### config.mk
export PLATFORM = sky130hd
export DESIGN_NAME = nearest_centroid_flat
export DESIGN_NICKNAME = d
export VERILOG_FILES = /design/src/rtl/nearest_centroid_if.sv /design/src/rtl/nearest_centroid.sv /design/src/flat_wrapper.sv
export SDC_FILE = /design/constraint.sdc
export NUM_CORES = 1
export LEC_CHECK = 0
export ABC_AREA = 0
export BUFFER_PORTS_ARGS = -buffer_cell sky130_fd_sc_hd__buf_2
export CAP_MARGIN = 20
export CORE_UTILIZATION = 52
export CTS_CLUSTER_SIZE = 16
export DETAILED_ROUTE_END_ITERATION = 16
export GPL_ROUTABILITY_DRIVEN = 0
export MAX_ROUTING_LAYER = met4
export PLACE_DENSITY = 0.79
export SLEW_MARGIN = 20
export SYNTH_ARGS = -nofsm -noshare
export SYNTH_HDL_FRONTEND = slang
export SYNTH_SLANG_ARGS = --single-unit
### constraint.sdc
create_clock -name clk_in -period 2.6 [get_ports clk_in]
set_clock_uncertainty 0.05 [all_clocks]
set_input_delay 0.78 -clock clk_in [delete_from_list [all_inputs] [get_ports clk_in]]
set_output_delay 0.78 -clock clk_in [all_outputs]
set_load 0.02 [all_outputs]
### src/rtl/nearest_centroid_if.sv
// Bundle of pixel handshake, centroid buses, distance-unit link and result
// outputs for the nearest_centroid k-means assignment stage.
interface nearest_centroid_if #(
  parameter int NUM_CLUSTERS = 4,
  parameter int IDX_W        = $clog2(NUM_CLUSTERS)
);
  logic                      pixel_valid_in;
  logic                      pixel_ready_out;
  logic [8:0]                pixel_x_in;
  logic [7:0]                pixel_y_in;
  logic [NUM_CLUSTERS*9-1:0] centroid_x_in;
  logic [NUM_CLUSTERS*8-1:0] centroid_y_in;
  logic                      dist_valid_out;
  logic [8:0]                dist_x1_out;
  logic [7:0]                dist_y1_out;
  logic [8:0]                dist_x2_out;
  logic [7:0]                dist_y2_out;
  logic                      dist_valid_in;
  logic [8:0]                dist_in;
  logic                      cluster_valid_out;
  logic [IDX_W-1:0]          cluster_idx_out;
  logic [8:0]                min_dist_out;
  logic [8:0]                pixel_x_out;
  logic [7:0]                pixel_y_out;

  modport slave (
    input  pixel_valid_in, pixel_x_in, pixel_y_in, centroid_x_in, centroid_y_in,
           dist_valid_in, dist_in,
    output pixel_ready_out, dist_valid_out, dist_x1_out, dist_y1_out,
           dist_x2_out, dist_y2_out, cluster_valid_out, cluster_idx_out,
           min_dist_out, pixel_x_out, pixel_y_out
  );

  modport master (
    output pixel_valid_in, pixel_x_in, pixel_y_in, centroid_x_in, centroid_y_in,
           dist_valid_in, dist_in,
    input  pixel_ready_out, dist_valid_out, dist_x1_out, dist_y1_out,
           dist_x2_out, dist_y2_out, cluster_valid_out, cluster_idx_out,
           min_dist_out, pixel_x_out, pixel_y_out
  );
endinterface

### src/rtl/nearest_centroid.sv
// K-means assignment stage: streams one pixel against every centroid through
// a shared 1-cycle manhattan distance unit and reports the closest cluster.
module nearest_centroid #(
  parameter int NUM_CLUSTERS = 4,
  parameter int IDX_W        = $clog2(NUM_CLUSTERS)
) (
  input logic              clk_in,
  input logic              rst_n_in,
  nearest_centroid_if.slave bus
);

  typedef enum logic [1:0] {IDLE, ISSUE, WAIT} state_t;

  localparam logic [IDX_W-1:0] LAST_IDX = IDX_W'(NUM_CLUSTERS - 1);

  state_t           state, state_nxt;
  logic [8:0]       pix_x;
  logic [7:0]       pix_y;
  logic [8:0]       cent_x [NUM_CLUSTERS];
  logic [7:0]       cent_y [NUM_CLUSTERS];
  logic [IDX_W-1:0] issue_idx;
  logic [IDX_W-1:0] rcv_idx;
  logic [IDX_W-1:0] best_idx;
  logic [8:0]       min_dist;

  logic             accept;
  logic             collect;
  logic             last_rcv;
  logic             take_new;
  logic [8:0]       nxt_dist;
  logic [IDX_W-1:0] nxt_idx;

  // First distance always seeds the minimum; later ones win only when
  // strictly smaller, so ties stay with the lower index.
  function automatic logic is_closer(input logic first, input logic [8:0] cand,
                                     input logic [8:0] best);
    return first || (cand < best);
  endfunction

  assign accept   = (state == IDLE) && bus.pixel_valid_in;
  assign collect  = ((state == ISSUE) || (state == WAIT)) && bus.dist_valid_in;
  assign last_rcv = collect && (rcv_idx == LAST_IDX);
  assign take_new = is_closer(rcv_idx == '0, bus.dist_in, min_dist);
  assign nxt_dist = take_new ? bus.dist_in : min_dist;
  assign nxt_idx  = take_new ? rcv_idx : best_idx;

  // State register
  always_ff @(posedge clk_in or negedge rst_n_in) begin
    if (!rst_n_in) state <= IDLE;
    else           state <= state_nxt;
  end

  // Next-state: issue all centroids back to back, then drain the last distance
  always_comb begin
    state_nxt = state;
    case (state)
      IDLE:    if (accept) state_nxt = ISSUE;
      ISSUE:   if (issue_idx == LAST_IDX) state_nxt = WAIT;
      WAIT:    if (last_rcv) state_nxt = IDLE;
      default: state_nxt = IDLE;
    endcase
  end

  // Outputs decoded from state: handshake and distance-unit request
  always_comb begin
    bus.pixel_ready_out = 1'b0;
    bus.dist_valid_out  = 1'b0;
    bus.dist_x1_out     = '0;
    bus.dist_y1_out     = '0;
    bus.dist_x2_out     = '0;
    bus.dist_y2_out     = '0;
    case (state)
      IDLE:  bus.pixel_ready_out = 1'b1;
      ISSUE: begin
        bus.dist_valid_out = 1'b1;
        bus.dist_x1_out    = pix_x;
        bus.dist_y1_out    = pix_y;
        bus.dist_x2_out    = cent_x[issue_idx];
        bus.dist_y2_out    = cent_y[issue_idx];
      end
      default: ;
    endcase
  end

  // Snapshot pixel and centroids at accept so bus changes cannot disturb the pixel in flight
  always_ff @(posedge clk_in or negedge rst_n_in) begin
    if (!rst_n_in) begin
      pix_x <= '0;
      pix_y <= '0;
      for (int k = 0; k < NUM_CLUSTERS; k++) begin
        cent_x[k] <= '0;
        cent_y[k] <= '0;
      end
    end else if (accept) begin
      pix_x <= bus.pixel_x_in;
      pix_y <= bus.pixel_y_in;
      for (int k = 0; k < NUM_CLUSTERS; k++) begin
        cent_x[k] <= bus.centroid_x_in[9*k +: 9];
        cent_y[k] <= bus.centroid_y_in[8*k +: 8];
      end
    end
  end

  // Request counter: one centroid per cycle while issuing
  always_ff @(posedge clk_in or negedge rst_n_in) begin
    if (!rst_n_in)            issue_idx <= '0;
    else if (accept)          issue_idx <= '0;
    else if (state == ISSUE)  issue_idx <= issue_idx + IDX_W'(1);
  end

  // Running minimum over the returned distance stream
  always_ff @(posedge clk_in or negedge rst_n_in) begin
    if (!rst_n_in) begin
      rcv_idx  <= '0;
      min_dist <= '0;
      best_idx <= '0;
    end else if (accept) begin
      rcv_idx  <= '0;
    end else if (collect) begin
      rcv_idx  <= rcv_idx + IDX_W'(1);
      min_dist <= nxt_dist;
      best_idx <= nxt_idx;
    end
  end

  // Result registers: pulse once when the last distance is consumed, then hold
  always_ff @(posedge clk_in or negedge rst_n_in) begin
    if (!rst_n_in) begin
      bus.cluster_valid_out <= 1'b0;
      bus.cluster_idx_out   <= '0;
      bus.min_dist_out      <= '0;
      bus.pixel_x_out       <= '0;
      bus.pixel_y_out       <= '0;
    end else begin
      bus.cluster_valid_out <= last_rcv;
      if (last_rcv) begin
        bus.cluster_idx_out <= nxt_idx;
        bus.min_dist_out    <= nxt_dist;
        bus.pixel_x_out     <= pix_x;
        bus.pixel_y_out     <= pix_y;
      end
    end
  end

endmodule

### src/flat_wrapper.sv
// flat-port wrapper written by rule: the top's interface ports become plain ports
module nearest_centroid_flat 
#(
  parameter int NUM_CLUSTERS = 4,
  parameter int IDX_W        = $clog2(NUM_CLUSTERS)
)
  (clk_in, rst_n_in, bus_pixel_valid_in, bus_pixel_x_in, bus_pixel_y_in, bus_centroid_x_in, bus_centroid_y_in, bus_dist_valid_in, bus_dist_in, bus_pixel_ready_out, bus_dist_valid_out, bus_dist_x1_out, bus_dist_y1_out, bus_dist_x2_out, bus_dist_y2_out, bus_cluster_valid_out, bus_cluster_idx_out, bus_min_dist_out, bus_pixel_x_out, bus_pixel_y_out);
  nearest_centroid_if #(.NUM_CLUSTERS(NUM_CLUSTERS), .IDX_W(IDX_W)) bus_i ();
  input logic clk_in;
  input logic rst_n_in;
  input wire logic [$bits(bus_i.pixel_valid_in)-1:0] bus_pixel_valid_in;
  input wire logic [$bits(bus_i.pixel_x_in)-1:0] bus_pixel_x_in;
  input wire logic [$bits(bus_i.pixel_y_in)-1:0] bus_pixel_y_in;
  input wire logic [$bits(bus_i.centroid_x_in)-1:0] bus_centroid_x_in;
  input wire logic [$bits(bus_i.centroid_y_in)-1:0] bus_centroid_y_in;
  input wire logic [$bits(bus_i.dist_valid_in)-1:0] bus_dist_valid_in;
  input wire logic [$bits(bus_i.dist_in)-1:0] bus_dist_in;
  output wire logic [$bits(bus_i.pixel_ready_out)-1:0] bus_pixel_ready_out;
  output wire logic [$bits(bus_i.dist_valid_out)-1:0] bus_dist_valid_out;
  output wire logic [$bits(bus_i.dist_x1_out)-1:0] bus_dist_x1_out;
  output wire logic [$bits(bus_i.dist_y1_out)-1:0] bus_dist_y1_out;
  output wire logic [$bits(bus_i.dist_x2_out)-1:0] bus_dist_x2_out;
  output wire logic [$bits(bus_i.dist_y2_out)-1:0] bus_dist_y2_out;
  output wire logic [$bits(bus_i.cluster_valid_out)-1:0] bus_cluster_valid_out;
  output wire logic [$bits(bus_i.cluster_idx_out)-1:0] bus_cluster_idx_out;
  output wire logic [$bits(bus_i.min_dist_out)-1:0] bus_min_dist_out;
  output wire logic [$bits(bus_i.pixel_x_out)-1:0] bus_pixel_x_out;
  output wire logic [$bits(bus_i.pixel_y_out)-1:0] bus_pixel_y_out;
  assign bus_i.pixel_valid_in = bus_pixel_valid_in;
  assign bus_i.pixel_x_in = bus_pixel_x_in;
  assign bus_i.pixel_y_in = bus_pixel_y_in;
  assign bus_i.centroid_x_in = bus_centroid_x_in;
  assign bus_i.centroid_y_in = bus_centroid_y_in;
  assign bus_i.dist_valid_in = bus_dist_valid_in;
  assign bus_i.dist_in = bus_dist_in;
  assign bus_pixel_ready_out = bus_i.pixel_ready_out;
  assign bus_dist_valid_out = bus_i.dist_valid_out;
  assign bus_dist_x1_out = bus_i.dist_x1_out;
  assign bus_dist_y1_out = bus_i.dist_y1_out;
  assign bus_dist_x2_out = bus_i.dist_x2_out;
  assign bus_dist_y2_out = bus_i.dist_y2_out;
  assign bus_cluster_valid_out = bus_i.cluster_valid_out;
  assign bus_cluster_idx_out = bus_i.cluster_idx_out;
  assign bus_min_dist_out = bus_i.min_dist_out;
  assign bus_pixel_x_out = bus_i.pixel_x_out;
  assign bus_pixel_y_out = bus_i.pixel_y_out;
  nearest_centroid #(.NUM_CLUSTERS(NUM_CLUSTERS), .IDX_W(IDX_W)) u_core (.clk_in(clk_in), .rst_n_in(rst_n_in), .bus(bus_i));
endmodule
==> flow_summary.toml <==
[status]
status = "finished with violations"
failed_checks = "setup timing"

[worst_setup_path]
critical_path.slowest_cell = "sky130_fd_sc_hd__mux4_2"
crit_path_end_kind = "output pin"
cp.arrival_ns = 1.83
worst_r2r_path_depth = 8
timing.critical_path.max_delay_family = "multiplexers"
critPathMaxStageDelay_ns = 0.52
timing.critical_path.buf_inv = 2
crit_fanout = 10
critPathRequiredTime_ns = 1.77
timing_worst_setup_path_type = "register to output pin"
r2r-end = "u_core.bus.min_dist_out[5]"
rrSetupSlack_ns = 0.31
crit_path_cell_trace = "buf_12, mux4_2, and2_1, buf_2"
regToRegStartpoint = "u_core.min_dist[8]"
worstSetupStartpointType = "register"
critical_path.startpoint = "u_core.issue_idx[0]"

[timing]
worst_slack_ns = -0.05637
layout_min_cycle_time_ns = 2.656
timing_hold_violations_final = 0
setup-violations-final = 17
grt_setup_unrepaired = "true"
max_freq_ghz = 0.3765
period_share_pct = 102.2
timing.final.max_slew_violations = 0
timing.setup.tns_ns = -0.6882
slew-limit-headroom_pct = 48.92
worstMarginPinSlew_ns = 0.7621

[routing]
detail_route.drc_violations = 0
routed_via_density = 5.339
drt_iter0_drc = 171
post_drt_wl_per_cell_um = 17.13
ant_nets_after_route = 0
vias = 3924
total_detailed_routing_wirelength_um = 12590
drt_first_pass_iters = 4

[synthesis]
synth_area_per_cell_um2 = 14.61
synth.ff_latch_count = 131
ys_warn_count = 0
proportion_of_synthesized_chip_area_in_sequential_cells_pct = 55.39
mapped_nets = 517
syn-instance-count = 405
post_synth_instance_area_um2 = 5918
synth_cell_types = 28

[clocking]
cts.clk_slew.worst_paths_ns = 0.05
cts_num_sinks = 131
cts_root_buf = "sky130_fd_sc_hd__clkbuf_16"
clock_tree_from_tritoncts = "yes"
clk-insertion-delay-late_ns = 0.41
cts_max_path_buffers = 2
htree_levels = 4
numCtsBuffers = 17
hold_fix_buffers_at_cts = 0

[global_routing]
grt_start_max_net_pins = 57
grt.overflow.total = 0
first_global_vias = 4133
initial_antenna_violation_count = 0
grt_pass1_wl_um = 19950
groute.usage.overall_pct = 23.57

[layout]
n_antenna_cell = 0
area_growth_syn_to_layout_pct = 29.98
final_non_filler_cell_total = 735
drive_gt1_share_pct = 58.99
finalNetCount = 694
filler_cell_count = 763

[floorplanning]
die_h_um = 108.7
top_level_ports = 163
die-width_um = 108.7
floorplan.core_area_um2 = 10980
fp.dieArea_um2 = 11810
row_count = 38
initial_utilization_pct = 53.88

[power_and_ir_drop]
total_power_uw = 10550
power.density_nw_per_um2 = 1372
total_leakage_power_uw = 0.003771
vdd_ir_drop_max_mv = 0.7496

[placed_design]
port-buffer-count = 162
place.detailed.instances = 701
place_hpwl_um = 8603

[hold_path]
min-delay-path-class = "primary input to asynchronous set/reset pin"

[run]
max-cap-violations = 0
## power breakdown
part           switching [uW]  internal, uW
clock network             827          1660
registers                 556          3020
logic                    2110          2390
total                    3490          7060
## placed cells by master (no fill, tap or decap), drive strengths merged
master	n
nand2b	1
xnor2	2
nand4	1
mux2	113
a211oi	2
and2	46
a21oi	5
nand3	2
dfrtp	131
o22a	1
mux2i	2
a41o	1
nor3	2
clkinvlp	1
mux4	17
buf	181
inv	16
clkbuf	25
ha	14
nor2	6
a221o	11
clkinv	4
o21ai	3
nand2	4
bufinv	3
o21a	1
## layout make-up
cell class                      instances  area, um^2  area share (%)
Clock inverter                          8       121.4           1.578
Sequential cell                       131        3279           42.63
Clock buffer                           24       511.7           6.653
Multi-Input combinational cell        234        2479           32.22
Tap cell                              140       175.2           2.277
Inverter                               16       60.06          0.7807
Timing Repair Buffer                  182        1066           13.86
## synthesized netlist by cell type
master,n,area share (%)
sky130_fd_sc_hd__a21oi_1,5,0.42
sky130_fd_sc_hd__mux2_4,10,2.5
sky130_fd_sc_hd__nand4_1,1,0.11
sky130_fd_sc_hd__a221o_1,11,1.9
sky130_fd_sc_hd__mux2i_1,2,0.34
sky130_fd_sc_hd__o22a_1,1,0.15
sky130_fd_sc_hd__ha_1,14,3.0
sky130_fd_sc_hd__o21ai_0,2,0.17
sky130_fd_sc_hd__nor3_1,2,0.17
sky130_fd_sc_hd__clkbuf_1,12,0.76
sky130_fd_sc_hd__buf_1,1,0.063
sky130_fd_sc_hd__o21ai_2,1,0.15
sky130_fd_sc_hd__nand2b_1,1,0.11
sky130_fd_sc_hd__and2_1,46,4.9
sky130_fd_sc_hd__mux4_2,17,6.5
sky130_fd_sc_hd__a211oi_2,1,0.21
sky130_fd_sc_hd__nand3_1,2,0.17
sky130_fd_sc_hd__nor2_1,6,0.38
sky130_fd_sc_hd__a211oi_1,1,0.13
sky130_fd_sc_hd__buf_6,2,0.38
sky130_fd_sc_hd__buf_2,9,0.76
sky130_fd_sc_hd__xnor2_1,2,0.30
sky130_fd_sc_hd__nand2_1,4,0.25
sky130_fd_sc_hd__mux2_2,103,20
sky130_fd_sc_hd__a41o_1,1,0.17
sky130_fd_sc_hd__o21a_1,1,0.13
sky130_fd_sc_hd__inv_1,16,1.0
sky130_fd_sc_hd__dfrtp_1,131,55
## through the flow
stage | hold slack, ns | area (um^2) | util [%] | worst slack [ns]
6_report | 0.2621 | 7692 | 70.04 | -0.05637
3_5_place_dp | 0.4384 | 6995 | 63.69 | -0.1354
4_1_cts | 0.2598 | 7651 | 69.66 | -0.09478
5_1_grt | 0.2816 | 7692 | 70.04 | -0.1376
3_3_place_gp | 0.4311 | 6990 | 63.65 | -0.4314
2_1_floorplan | 0.4231 | 5918 | - | 0.1193
## how the worst max path moves through the flow
stage | to | slack, ns | depth (start not counted)
floorplan | bus_dist_x2_out[6] | 0.12 | 4
global placement | u_core.bus.min_dist_out[1] | -0.43 | 7
detailed placement | u_core.bus.min_dist_out[5] | -0.14 | 8
CTS | bus_dist_y2_out[4] | -0.09 | 4
global route | bus_dist_y2_out[6] | -0.14 | 4
finish | bus_dist_y2_out[6] | -0.06 | 4
## repair_timing
| item | 4_1_cts | 5_1_grt |
|---|---|---|
| setup buffers | 0 | 1 |
| gates cloned | 0 | 1 |
| resized for setup | 8 | 3 |
| pin swaps | 0 | 0 |
| endpoints found under the setup margin | 17 | 24 |
## per-layer routing
layer	routed length [um]	global-route usage [%]	share of wire, %
met1	5311	28.30	42
met2	6242	37.93	50
met3	875	6.695	6.9
met4	163	8.880	1.3
met5	0	-	0
## state kept, by name, summed over array words and instances (netlist names)
signal,count
u_core.state,2
u_core.min_dist,9
u_core.issue_idx,2
u_core.bus.cluster_idx_out,2
u_core.bus.pixel_x_out,9
u_core.pix_x,9
u_core.bus.cluster_valid_out,1
u_core.cent_y,32
u_core.cent_x,36
u_core.rcv_idx,2
u_core.best_idx,2
u_core.bus.min_dist_out,9
u_core.pix_y,8
u_core.bus.pixel_y_out,8
## kinds of logic after synthesis
logic type / count (synthesis) / share of synthesized area [%]
adders and majority gates: 14 / 2.960
buffers and inverters: 40 / 2.981
AOI/OAI and AO/OA: 24 / 3.383
and+or+nand+nor: 62 / 6.047
DFF: 131 / 55.39
xor gates and xnor gates: 2 / 0.2960
muxes: 132 / 28.94
No activity file was read; power rests on OpenSTA's default activity.
